===== src/rtl/id_ex_reg_if.sv =====
// Shared pipeline types and the ID->EX bundle between the decode stage,
// the pipeline controller and the ID/EX register.
package mips_pkg;
  typedef logic [7:0]  Oper_t;
  typedef logic [31:0] Word_t;
  typedef logic        Bit_t;
  typedef logic [4:0]  Reg_addr_t;
  typedef logic [31:0] Inst_addr_t;
  typedef logic [7:0]  Excp_set_t;

  localparam Oper_t      OP_NOP        = 8'h00;
  localparam Oper_t      OP_ADDU       = 8'h01;
  localparam Oper_t      OP_LW         = 8'h20;
  localparam Oper_t      OP_BEQ        = 8'h30;
  localparam Word_t      ZERO_WORD     = 32'h0000_0000;
  localparam Bit_t       ENABLE        = 1'b1;
  localparam Bit_t       DISABLE       = 1'b0;
  localparam Reg_addr_t  REG_ZERO      = 5'd0;
  localparam Inst_addr_t PC_RESET_ADDR = 32'hBFC0_0000;
  localparam Excp_set_t  NO_EXCP       = 8'h00;
endpackage

interface id_ex_if
  import mips_pkg::*;
#(
  parameter int CNT_WIDTH = 32
);
  logic                 stall_id;
  logic                 stall_ex;
  logic                 flush;
  Oper_t                id_oper;
  Word_t                id_reg1;
  Word_t                id_reg2;
  Bit_t                 id_wreg_write;
  Reg_addr_t            id_wreg_addr;
  Inst_addr_t           id_pc;
  Inst_addr_t           id_inst_addr_v;
  Bit_t                 id_is_in_delayslot;
  Bit_t                 id_next_is_in_delayslot;
  Excp_set_t            id_exception_type;
  Oper_t                ex_oper;
  Word_t                ex_reg1;
  Word_t                ex_reg2;
  Bit_t                 ex_wreg_write;
  Reg_addr_t            ex_wreg_addr;
  Inst_addr_t           ex_pc;
  Inst_addr_t           ex_inst_addr_v;
  Bit_t                 ex_is_in_delayslot;
  Excp_set_t            ex_exception_type;
  Bit_t                 is_in_delayslot_o;
  logic                 ex_valid;
  logic [CNT_WIDTH-1:0] bubble_cnt;

  modport master (
    output stall_id, stall_ex, flush,
    output id_oper, id_reg1, id_reg2, id_wreg_write, id_wreg_addr, id_pc,
    output id_inst_addr_v, id_is_in_delayslot, id_next_is_in_delayslot,
    output id_exception_type,
    input  ex_oper, ex_reg1, ex_reg2, ex_wreg_write, ex_wreg_addr, ex_pc,
    input  ex_inst_addr_v, ex_is_in_delayslot, ex_exception_type,
    input  is_in_delayslot_o, ex_valid, bubble_cnt
  );

  modport slave (
    input  stall_id, stall_ex, flush,
    input  id_oper, id_reg1, id_reg2, id_wreg_write, id_wreg_addr, id_pc,
    input  id_inst_addr_v, id_is_in_delayslot, id_next_is_in_delayslot,
    input  id_exception_type,
    output ex_oper, ex_reg1, ex_reg2, ex_wreg_write, ex_wreg_addr, ex_pc,
    output ex_inst_addr_v, ex_is_in_delayslot, ex_exception_type,
    output is_in_delayslot_o, ex_valid, bubble_cnt
  );
endinterface


===== src/rtl/id_ex_reg.sv =====
// ID/EX pipeline register: hold on EX stall, NOP bubble on ID-only stall,
// clear on flush; feeds the delay-slot flag back to ID and counts bubbles.
module id_ex_reg
  import mips_pkg::*;
#(
  parameter int CNT_WIDTH = 32
) (
  input logic    clk,
  input logic    rst,
  id_ex_if.slave bus
);

  Oper_t                oper_q;
  Word_t                reg1_q;
  Word_t                reg2_q;
  Bit_t                 wreg_write_q;
  Reg_addr_t            wreg_addr_q;
  Inst_addr_t           pc_q;
  Inst_addr_t           inst_addr_v_q;
  Bit_t                 is_in_ds_q;
  Excp_set_t            excp_q;
  Bit_t                 next_ds_q;
  logic                 valid_q;
  logic [CNT_WIDTH-1:0] bubble_cnt_q;

  always_ff @(posedge clk) begin
    if (rst) begin
      oper_q        <= OP_NOP;
      reg1_q        <= ZERO_WORD;
      reg2_q        <= ZERO_WORD;
      wreg_write_q  <= DISABLE;
      wreg_addr_q   <= REG_ZERO;
      pc_q          <= PC_RESET_ADDR;
      inst_addr_v_q <= PC_RESET_ADDR;
      is_in_ds_q    <= DISABLE;
      excp_q        <= NO_EXCP;
      next_ds_q     <= DISABLE;
      valid_q       <= 1'b0;
      bubble_cnt_q  <= '0;
    end else if (bus.flush) begin
      oper_q        <= OP_NOP;
      reg1_q        <= ZERO_WORD;
      reg2_q        <= ZERO_WORD;
      wreg_write_q  <= DISABLE;
      wreg_addr_q   <= REG_ZERO;
      pc_q          <= PC_RESET_ADDR;
      inst_addr_v_q <= PC_RESET_ADDR;
      is_in_ds_q    <= DISABLE;
      excp_q        <= NO_EXCP;
      next_ds_q     <= DISABLE;
      valid_q       <= 1'b0;
    end else if (bus.stall_ex) begin
      // EX frozen: everything holds, including the counter
    end else if (bus.stall_id) begin
      // Bubble keeps PC and the pending delay-slot flag so a branch's
      // delay slot is still recognised after any number of bubbles.
      oper_q        <= OP_NOP;
      reg1_q        <= ZERO_WORD;
      reg2_q        <= ZERO_WORD;
      wreg_write_q  <= DISABLE;
      wreg_addr_q   <= REG_ZERO;
      is_in_ds_q    <= DISABLE;
      excp_q        <= NO_EXCP;
      valid_q       <= 1'b0;
      bubble_cnt_q  <= bubble_cnt_q + 1'b1;
    end else begin
      oper_q        <= bus.id_oper;
      reg1_q        <= bus.id_reg1;
      reg2_q        <= bus.id_reg2;
      wreg_write_q  <= bus.id_wreg_write;
      wreg_addr_q   <= bus.id_wreg_addr;
      pc_q          <= bus.id_pc;
      inst_addr_v_q <= bus.id_inst_addr_v;
      is_in_ds_q    <= bus.id_is_in_delayslot;
      excp_q        <= bus.id_exception_type;
      next_ds_q     <= bus.id_next_is_in_delayslot;
      valid_q       <= 1'b1;
    end
  end

  assign bus.ex_oper            = oper_q;
  assign bus.ex_reg1            = reg1_q;
  assign bus.ex_reg2            = reg2_q;
  assign bus.ex_wreg_write      = wreg_write_q;
  assign bus.ex_wreg_addr       = wreg_addr_q;
  assign bus.ex_pc              = pc_q;
  assign bus.ex_inst_addr_v     = inst_addr_v_q;
  assign bus.ex_is_in_delayslot = is_in_ds_q;
  assign bus.ex_exception_type  = excp_q;
  assign bus.is_in_delayslot_o  = next_ds_q;
  assign bus.ex_valid           = valid_q;
  assign bus.bubble_cnt         = bubble_cnt_q;

endmodule


===== src/flat_wrapper.sv =====
// flat-port wrapper written by rule: the top's interface ports become plain ports
module id_ex_reg_flat import mips_pkg::*;
#(
  parameter int CNT_WIDTH = 32
)
  (clk, rst, bus_stall_id, bus_stall_ex, bus_flush, bus_id_oper, bus_id_reg1, bus_id_reg2, bus_id_wreg_write, bus_id_wreg_addr, bus_id_pc, bus_id_inst_addr_v, bus_id_is_in_delayslot, bus_id_next_is_in_delayslot, bus_id_exception_type, bus_ex_oper, bus_ex_reg1, bus_ex_reg2, bus_ex_wreg_write, bus_ex_wreg_addr, bus_ex_pc, bus_ex_inst_addr_v, bus_ex_is_in_delayslot, bus_ex_exception_type, bus_is_in_delayslot_o, bus_ex_valid, bus_bubble_cnt);
  id_ex_if #(.CNT_WIDTH(CNT_WIDTH)) bus_i ();
  input logic clk;
  input logic rst;
  input wire logic [$bits(bus_i.stall_id)-1:0] bus_stall_id;
  input wire logic [$bits(bus_i.stall_ex)-1:0] bus_stall_ex;
  input wire logic [$bits(bus_i.flush)-1:0] bus_flush;
  input wire logic [$bits(bus_i.id_oper)-1:0] bus_id_oper;
  input wire logic [$bits(bus_i.id_reg1)-1:0] bus_id_reg1;
  input wire logic [$bits(bus_i.id_reg2)-1:0] bus_id_reg2;
  input wire logic [$bits(bus_i.id_wreg_write)-1:0] bus_id_wreg_write;
  input wire logic [$bits(bus_i.id_wreg_addr)-1:0] bus_id_wreg_addr;
  input wire logic [$bits(bus_i.id_pc)-1:0] bus_id_pc;
  input wire logic [$bits(bus_i.id_inst_addr_v)-1:0] bus_id_inst_addr_v;
  input wire logic [$bits(bus_i.id_is_in_delayslot)-1:0] bus_id_is_in_delayslot;
  input wire logic [$bits(bus_i.id_next_is_in_delayslot)-1:0] bus_id_next_is_in_delayslot;
  input wire logic [$bits(bus_i.id_exception_type)-1:0] bus_id_exception_type;
  output wire logic [$bits(bus_i.ex_oper)-1:0] bus_ex_oper;
  output wire logic [$bits(bus_i.ex_reg1)-1:0] bus_ex_reg1;
  output wire logic [$bits(bus_i.ex_reg2)-1:0] bus_ex_reg2;
  output wire logic [$bits(bus_i.ex_wreg_write)-1:0] bus_ex_wreg_write;
  output wire logic [$bits(bus_i.ex_wreg_addr)-1:0] bus_ex_wreg_addr;
  output wire logic [$bits(bus_i.ex_pc)-1:0] bus_ex_pc;
  output wire logic [$bits(bus_i.ex_inst_addr_v)-1:0] bus_ex_inst_addr_v;
  output wire logic [$bits(bus_i.ex_is_in_delayslot)-1:0] bus_ex_is_in_delayslot;
  output wire logic [$bits(bus_i.ex_exception_type)-1:0] bus_ex_exception_type;
  output wire logic [$bits(bus_i.is_in_delayslot_o)-1:0] bus_is_in_delayslot_o;
  output wire logic [$bits(bus_i.ex_valid)-1:0] bus_ex_valid;
  output wire logic [$bits(bus_i.bubble_cnt)-1:0] bus_bubble_cnt;
  assign bus_i.stall_id = bus_stall_id;
  assign bus_i.stall_ex = bus_stall_ex;
  assign bus_i.flush = bus_flush;
  assign bus_i.id_oper = bus_id_oper;
  assign bus_i.id_reg1 = bus_id_reg1;
  assign bus_i.id_reg2 = bus_id_reg2;
  assign bus_i.id_wreg_write = bus_id_wreg_write;
  assign bus_i.id_wreg_addr = bus_id_wreg_addr;
  assign bus_i.id_pc = bus_id_pc;
  assign bus_i.id_inst_addr_v = bus_id_inst_addr_v;
  assign bus_i.id_is_in_delayslot = bus_id_is_in_delayslot;
  assign bus_i.id_next_is_in_delayslot = bus_id_next_is_in_delayslot;
  assign bus_i.id_exception_type = bus_id_exception_type;
  assign bus_ex_oper = bus_i.ex_oper;
  assign bus_ex_reg1 = bus_i.ex_reg1;
  assign bus_ex_reg2 = bus_i.ex_reg2;
  assign bus_ex_wreg_write = bus_i.ex_wreg_write;
  assign bus_ex_wreg_addr = bus_i.ex_wreg_addr;
  assign bus_ex_pc = bus_i.ex_pc;
  assign bus_ex_inst_addr_v = bus_i.ex_inst_addr_v;
  assign bus_ex_is_in_delayslot = bus_i.ex_is_in_delayslot;
  assign bus_ex_exception_type = bus_i.ex_exception_type;
  assign bus_is_in_delayslot_o = bus_i.is_in_delayslot_o;
  assign bus_ex_valid = bus_i.ex_valid;
  assign bus_bubble_cnt = bus_i.bubble_cnt;
  id_ex_reg #(.CNT_WIDTH(CNT_WIDTH)) u_core (.clk(clk), .rst(rst), .bus(bus_i));
endmodule

===== config.mk =====
export PLATFORM = sky130hd
export DESIGN_NAME = id_ex_reg_flat
export DESIGN_NICKNAME = d
export VERILOG_FILES = /design/src/rtl/id_ex_reg_if.sv /design/src/rtl/id_ex_reg.sv /design/src/flat_wrapper.sv
export SDC_FILE = /design/constraint.sdc
export NUM_CORES = 1
export LEC_CHECK = 0
export ABC_AREA = 0
export CAP_MARGIN = 15
export CORE_UTILIZATION = 36
export CTS_CLUSTER_SIZE = 24
export DETAILED_ROUTE_END_ITERATION = 7
export GPL_ROUTABILITY_DRIVEN = 1
export PLACE_DENSITY = 0.77
export SYNTH_ARGS = -nofsm -noshare
export SYNTH_HDL_FRONTEND = slang
export SYNTH_SLANG_ARGS = --single-unit

===== constraint.sdc =====
create_clock -name clk -period 2.3 [get_ports clk]
set_clock_uncertainty 0.05 [all_clocks]
set_input_delay 0.575 -clock clk [delete_from_list [all_inputs] [get_ports clk]]
set_output_delay 0.575 -clock clk [all_outputs]
set_load 0.005 [all_outputs]

==> run metrics, run 1 <==
DR vias=6716; Post-synth ARST share=0%; syn avg cell area=just under 9 sq um; Setup-failing EPs final=0; vias in the first global route=6092; Skew-Pair Late Insertion Delay=between 0.4 and 0.5 ns; clk buf depth=2; status=finished clean; core area=between 15000 and 20000 sq um; Die Wd=138 microns; sw frac=roughly a quarter; Worst Setup End Kind=flip-flop; Post-synth EDFFs=0; # resized after CTS=0; fin cells=between 1k and 1.5k; Least-Margin Pin Slew=between 0.9 and 1 ns; CP Class=in2reg; setup TNS=0 ns; final antenna-violating net count=0; routed vias/inst=5.03; CTS Buf Count=17; largest net degree at the start of global routing=89; CTS tree=yes; f_max=between 0.4 and 0.5 GHz; 1st-iter DRT viols=a little over 300; die footprint=~19000 sq um; switching power=about 1.7 mW; r2r setup slk=0.24 ns; drt total wl=21.2 mm; Gate power share=a little over a tenth; Die Ht=138 microns; htree depth=4; count of different cell masters after synthesis=32; synthesized area=between 6000 and 7000 sq um; Wirelength per Cell=15.8 microns; Post-Layout Inst Area=roughly 11000 sq um; Main synth FF type=dfxtp_1; CTS Sinks=between 150 and 200; Final HPWL DP=approximately 15 mm; CP Launch Type=input pin; Layout area overhead=67.1%; Inst Count DP=~1.3k; CP max stage delay=~0.48 ns; Reg power frac=47.4%; first-pass GRT wire length=~31 mm; Arr. time, crit path=2.50 ns; fill count=~1.6k; CTS Root Cell=clkbuf_16; Placement Cell Area=between 10000 and 15000 sq um; gp weighted congestion=0.803; # hold bufs at CTS=0; fin crit period=2.19 ns; peak supply drop=~550 uV; final core occ=approximately three fifths; IO Port Bufs=around 340; worst endpoint required time=between 2 and 3 ns; CP max-delay cell=or4_1; worst-path maximum fanout=13; total power=roughly 6.9 mW; ant diodes=0; Rel. slew slack=36.8%; # nets final=1252; # rows=about 50; Final Hold Fails=0; Warnings, synthesis=0; Post-CTS Setup Bufs=0; Mapped Cells=about 760; Cell Pwr Density=approximately 630 nW/um^2; initial antenna violation count=0; Initial Utilization=between 30 and 40%; first-pass detailed-route iteration total=5; total grt overflow=0; max_cap viols=0; Most common cell on crit path=or4_1; Total GRT Usage=21.5%; share of cells above drive strength 1=7.05%; CTS clock-pin slew for the worst setup and hold paths=0.07 ns; Post-route DRC=0; I/O pins=~340; worst-path cell chain=clkdlybuf4s50_1, nand4bb_1, or4_1, buf_4, or4_1, a21oi_1; Max Slew Vio Count=0; RSZ-0062 raised after global routing=no; register area share after synthesis=between 50% and 60%; clock share of power=between 40% and 50%; Yosys reg bits=around 190; Leak=3.95 nW; period utilisation layout=about 95%; Int Power=5.25 mW; Hold Path Class=reg2reg; Net Count, Synth=between 900 and 1k
-- worst paths after layout --
| kind | from | endpoint | cells after the start |
|---|---|---|---|
| setup / recovery | bus_flush | u_core.bus.bubble_cnt[28] | 6 |
| hold / removal | u_core.bus.ex_pc[12] | u_core.bus.ex_pc[12] | 2 |
| setup reg to reg | u_core.bus.bubble_cnt[0] | u_core.bus.bubble_cnt[28] | 6 |
| hold reg to reg | u_core.bus.ex_pc[12] | u_core.bus.ex_pc[12] | 2 |
-- through the flow --
stage	hold slack, ns	worst slack [ns]
floorplan	0.403	0.0718
global placement	0.391	-0.284
detailed placement	0.395	-0.319
CTS	0.405	0.134
global route	0.419	0.0209
finish	0.404	0.105
-- cells in the final DEF (no fill, tap or decap), types with 2 or more instances in the layout --
| cell type | instances |
|---|---|
| buf_4 | 31 |
| nand3_1 | 26 |
| nor2_1 | 101 |
| and2_1 | 2 |
| o31ai_1 | 15 |
| xnor2_1 | 4 |
| and4_1 | 6 |
| nand2_1 | 140 |
| buf_12 | 8 |
| nor3_1 | 2 |
| o21ai_0 | 4 |
| or3_1 | 3 |
| inv_8 | 6 |
| inv_1 | 3 |
| dfxtp_1 | 185 |
| or4_1 | 17 |
| clkinv_4 | 5 |
| a22oi_1 | 87 |
| xor2_1 | 6 |
| a21oi_1 | 68 |
| clkbuf_16 | 17 |
| nand4_1 | 11 |
| and3_1 | 2 |
| clkdlybuf4s50_1 | 340 |
-- area by class of cell --
class / instances / area, sq um / share of cell area [%]
Clock buffer: 17 / 425 / 3.84
Clock inverter: 14 / 158 / 1.42
Inverter: 3 / 11.3 / 0.102
Tap cell: 229 / 287 / 2.59
Multi-Input combinational cell: 507 / 2690 / 24.3
Sequential cell: 185 / 3700 / 33.5
Timing Repair Buffer: 380 / 3800 / 34.3
-- synthesized netlist by cell type, drive strengths merged (4+ instances only) --
cell type,instances,area (sq um)
a21oi,68,340
a22oi,87,653
and4,6,52.6
buf,8,33.8
clkbuf,54,203
dfxtp,185,3700
nand2,140,526
nand3,26,130
nand4,12,81.3
nor2,102,383
o21ai,4,20.0
o31ai,15,113
or4,17,128
xnor2,4,35.0
xor2,6,52.6
-- metal layers --
layer	up-vias	global-route usage, %	wire (microns)
met5	-	0	0
met4	0	9.58	558
met1	3109	25.2	8640
li1	3305	-	-
met2	267	35.7	10200
met3	35	6.77	1800
-- cells by family (layout without fill, tap and decap cells) --
group / after synthesis / in the layout / synth area share, %
buffers and inverters: 65 / 414 / 3.74
adders and majority gates: 1 / 1 / 0.189
muxes: 2 / 2 / 0.321
AOI/OAI and AO/OA: 175 / 175 / 17.1
DFF: 185 / 185 / 55.9
xor gates and xnor gates: 10 / 10 / 1.32
and+or+nand+nor: 319 / 319 / 21.4
-- registers in the layout, summed over array words and instances, names as in the netlist --
signal and count:
u_core.bus.ex_reg1 32, u_core.bus.ex_inst_addr_v 32, u_core.bus.ex_wreg_addr 5, u_core.bus.ex_valid 1, u_core.bus.is_in_delayslot_o 1, u_core.bus.ex_is_in_delayslot 1, u_core.bus.ex_oper 8, u_core.bus.ex_pc 32
u_core.bus.ex_reg2 32, u_core.bus.bubble_cnt 32, u_core.bus.ex_wreg_write 1, u_core.bus.ex_exception_type 8
-- critical path, delay by kind of cell --
| family | cells | cell delay [ns] |
|---|---|---|
| AND/OR/NAND/NOR | 3 | 1.16 |
| buffers and inverters | 2 | 0.62 |
| AO/OA/AOI/OAI | 1 | 0.15 |
-- power by group through the flow --
stage	logic (mW)	clock network (mW)	registers (mW)
6_report	0.727	2.93	3.29
5_1_grt	0.786	3.12	3.30
4_1_cts	0.733	2.99	3.29
3_5_place_dp	0.728	0	3.37
3_3_place_gp	0.721	0	3.36
2_1_floorplan	0.224	0	3.37
No activity file was read; power rests on OpenSTA's default activity.
==> run 2: changes to the inputs <==
Settings changed: CAP_MARGIN 15 to 20, CORE_ASPECT_RATIO set to 0.9.
==> run metrics, run 2 (same netlist as run 1, synthesis figures left out) <==
Skew-Pair Late Insertion Delay=0.42 ns; Max Slew Vio Count=0; Wirelength per Cell=around 16 microns; Post-Layout Inst Area=11000 sq um; worst-path cell chain=clkdlybuf4s50_1, nand4bb_1, or4_1, buf_4, or4_1, a21oi_1; share of cells above drive strength 1=6.20%; DR top layer=met4; Die Wd=145 microns; max_cap viols=0; wire length on met3=about 1.6 mm; r2r setup slk=around 0.15 ns; Final HPWL DP=roughly 15 mm; CP Launch Type=input pin; I/O pins=roughly 340; end of the critical path=u_core.bus.bubble_cnt[28]; f_max=between 0.4 and 0.5 GHz; Placement Cell Area=10400 sq um; # nets final=1243; Setup-failing EPs final=0; switching power=approximately 1.6 mW; drt total wl=around 21 mm; CTS Root Cell=clkbuf_16; total power=between 7 and 8 mW; fin crit period=between 2 and 2.5 ns; clk buf depth=2; gp weighted congestion=0.810; Post-route DRC=0; worst hold margin=0.404 ns; CP max stage delay=between 0.4 and 0.5 ns; setup TNS=0 ns; CP max-delay cell=or4_1; Initial Utilization=a little under two fifths; CTS tree=yes; Die Ht=between 100 and 150 microns; ant diodes=0; Inst Count DP=1306; worst setup margin=about 0.11 ns; Arr. time, crit path=around 2.5 ns; routed vias/inst=approximately 4.9; Cell Pwr Density=639 nW/um^2; most frequent cells in the layout=clkdlybuf4s50_1, dfxtp_1, nand2_1; status=finished clean; Least-Margin Pin Slew=0.926 ns; CTS Buf Count=17; met2 WL post-DR=10.4 mm; peak supply drop=between 500 and 600 uV; final antenna-violating net count=0; die footprint=between 15000 and 20000 sq um; Gate power share=10.2%; 1st-iter DRT viols=between 300 and 400; Layout area overhead=66.6%; worst endpoint required time=approximately 2.6 ns; core area=17800 sq um; total grt overflow=0; fin cells=approximately 1.3k; R2R Path End=u_core.bus.bubble_cnt[28]; DR vias=6588; vias in the first global route=6044; Post-CTS Setup Bufs=0; pre-CTS WS=-0.321 ns; # hold bufs at CTS=0; Reg power frac=approximately 47%; clock share of power=between 40% and 50%; worst-path maximum fanout=16; IO Port Bufs=roughly 340; CTS Sinks=between 150 and 200; commonest non-fill, non-tap cell in the layout=clkdlybuf4s50_1; DRT met1 WL=8.89 mm; Most common cell on crit path=or4_1; Int Power=about 5.5 mW; Rel. slew slack=about two fifths; RSZ-0062 raised after global routing=no; Final Hold Fails=0; # rows=46; first-pass GRT wire length=~32 mm; initial antenna violation count=0; CTS clock-pin slew for the worst setup and hold paths=about 0.070 ns; period utilisation layout=95.2%; htree depth=4; Hold Path Class=reg2reg; worst r2r src=u_core.bus.bubble_cnt[1]; R2R cell count=6; Setup crit start=bus_flush; sw frac=a little under a quarter; Leak=~3.9 nW; final core occ=around three fifths; largest net degree at the start of global routing=a little under 90; CP Class=in2reg; first-pass detailed-route iteration total=5; # resized after CTS=0; Total GRT Usage=between 20% and 30%; Worst Setup End Kind=flip-flop
-- run 2: area by class of cell --
type	count	area, sq um
multi-input combinational	507	2690
timing repair buffer	371	3730
sequential	185	3700
inverter	3	11.3
clock inverter	12	164
fill	1511	6800
tap	240	300
clock buffer	19	443
-- run 2: routing by layer --
layer	track usage [%]	vias to the layer above
met3	6.39	26
met4	8.82	0
met5	0	-
met1	25.7	3038
met2	35.7	237
li1	-	3287
-- run 2: power by group through the flow --
stage / sequential [mW] / combinational, mW / clock [mW]
floorplan: 3.37 / 0.224 / 0
global placement: 3.36 / 0.712 / 0
finish: 3.29 / 0.718 / 3.04
global route: 3.30 / 0.774 / 3.26
detailed placement: 3.37 / 0.716 / 0
CTS: 3.29 / 0.722 / 3.11
-- run 2: how the worst min path moves through the flow --
stage               depth (start not counted)                            end                     startpoint  slack, ns
floorplan                                   2   u_core.bus.ex_inst_addr_v[0]   u_core.bus.ex_inst_addr_v[0]       0.40
global placement                            2  u_core.bus.ex_inst_addr_v[13]  u_core.bus.ex_inst_addr_v[13]       0.39
detailed placement                          2            u_core.bus.ex_pc[3]            u_core.bus.ex_pc[3]       0.40
CTS                                         2  u_core.bus.ex_inst_addr_v[13]  u_core.bus.ex_inst_addr_v[13]       0.40
global route                                2   u_core.bus.ex_inst_addr_v[7]   u_core.bus.ex_inst_addr_v[7]       0.42
finish                                      2  u_core.bus.ex_inst_addr_v[11]  u_core.bus.ex_inst_addr_v[11]       0.40
-- run 2: critical path: cells and delay by family --
kind | cells | cell delay (ns)
buf+inv | 2 | 0.60
compound gates | 1 | 0.15
simple gates | 3 | 1.16
==> run 3: changes to the inputs <==
Settings changed: CORE_ASPECT_RATIO 0.9 to unset.
==> results of run 3 <==
Final layout, timing and power as in run 1 (identical DEF).
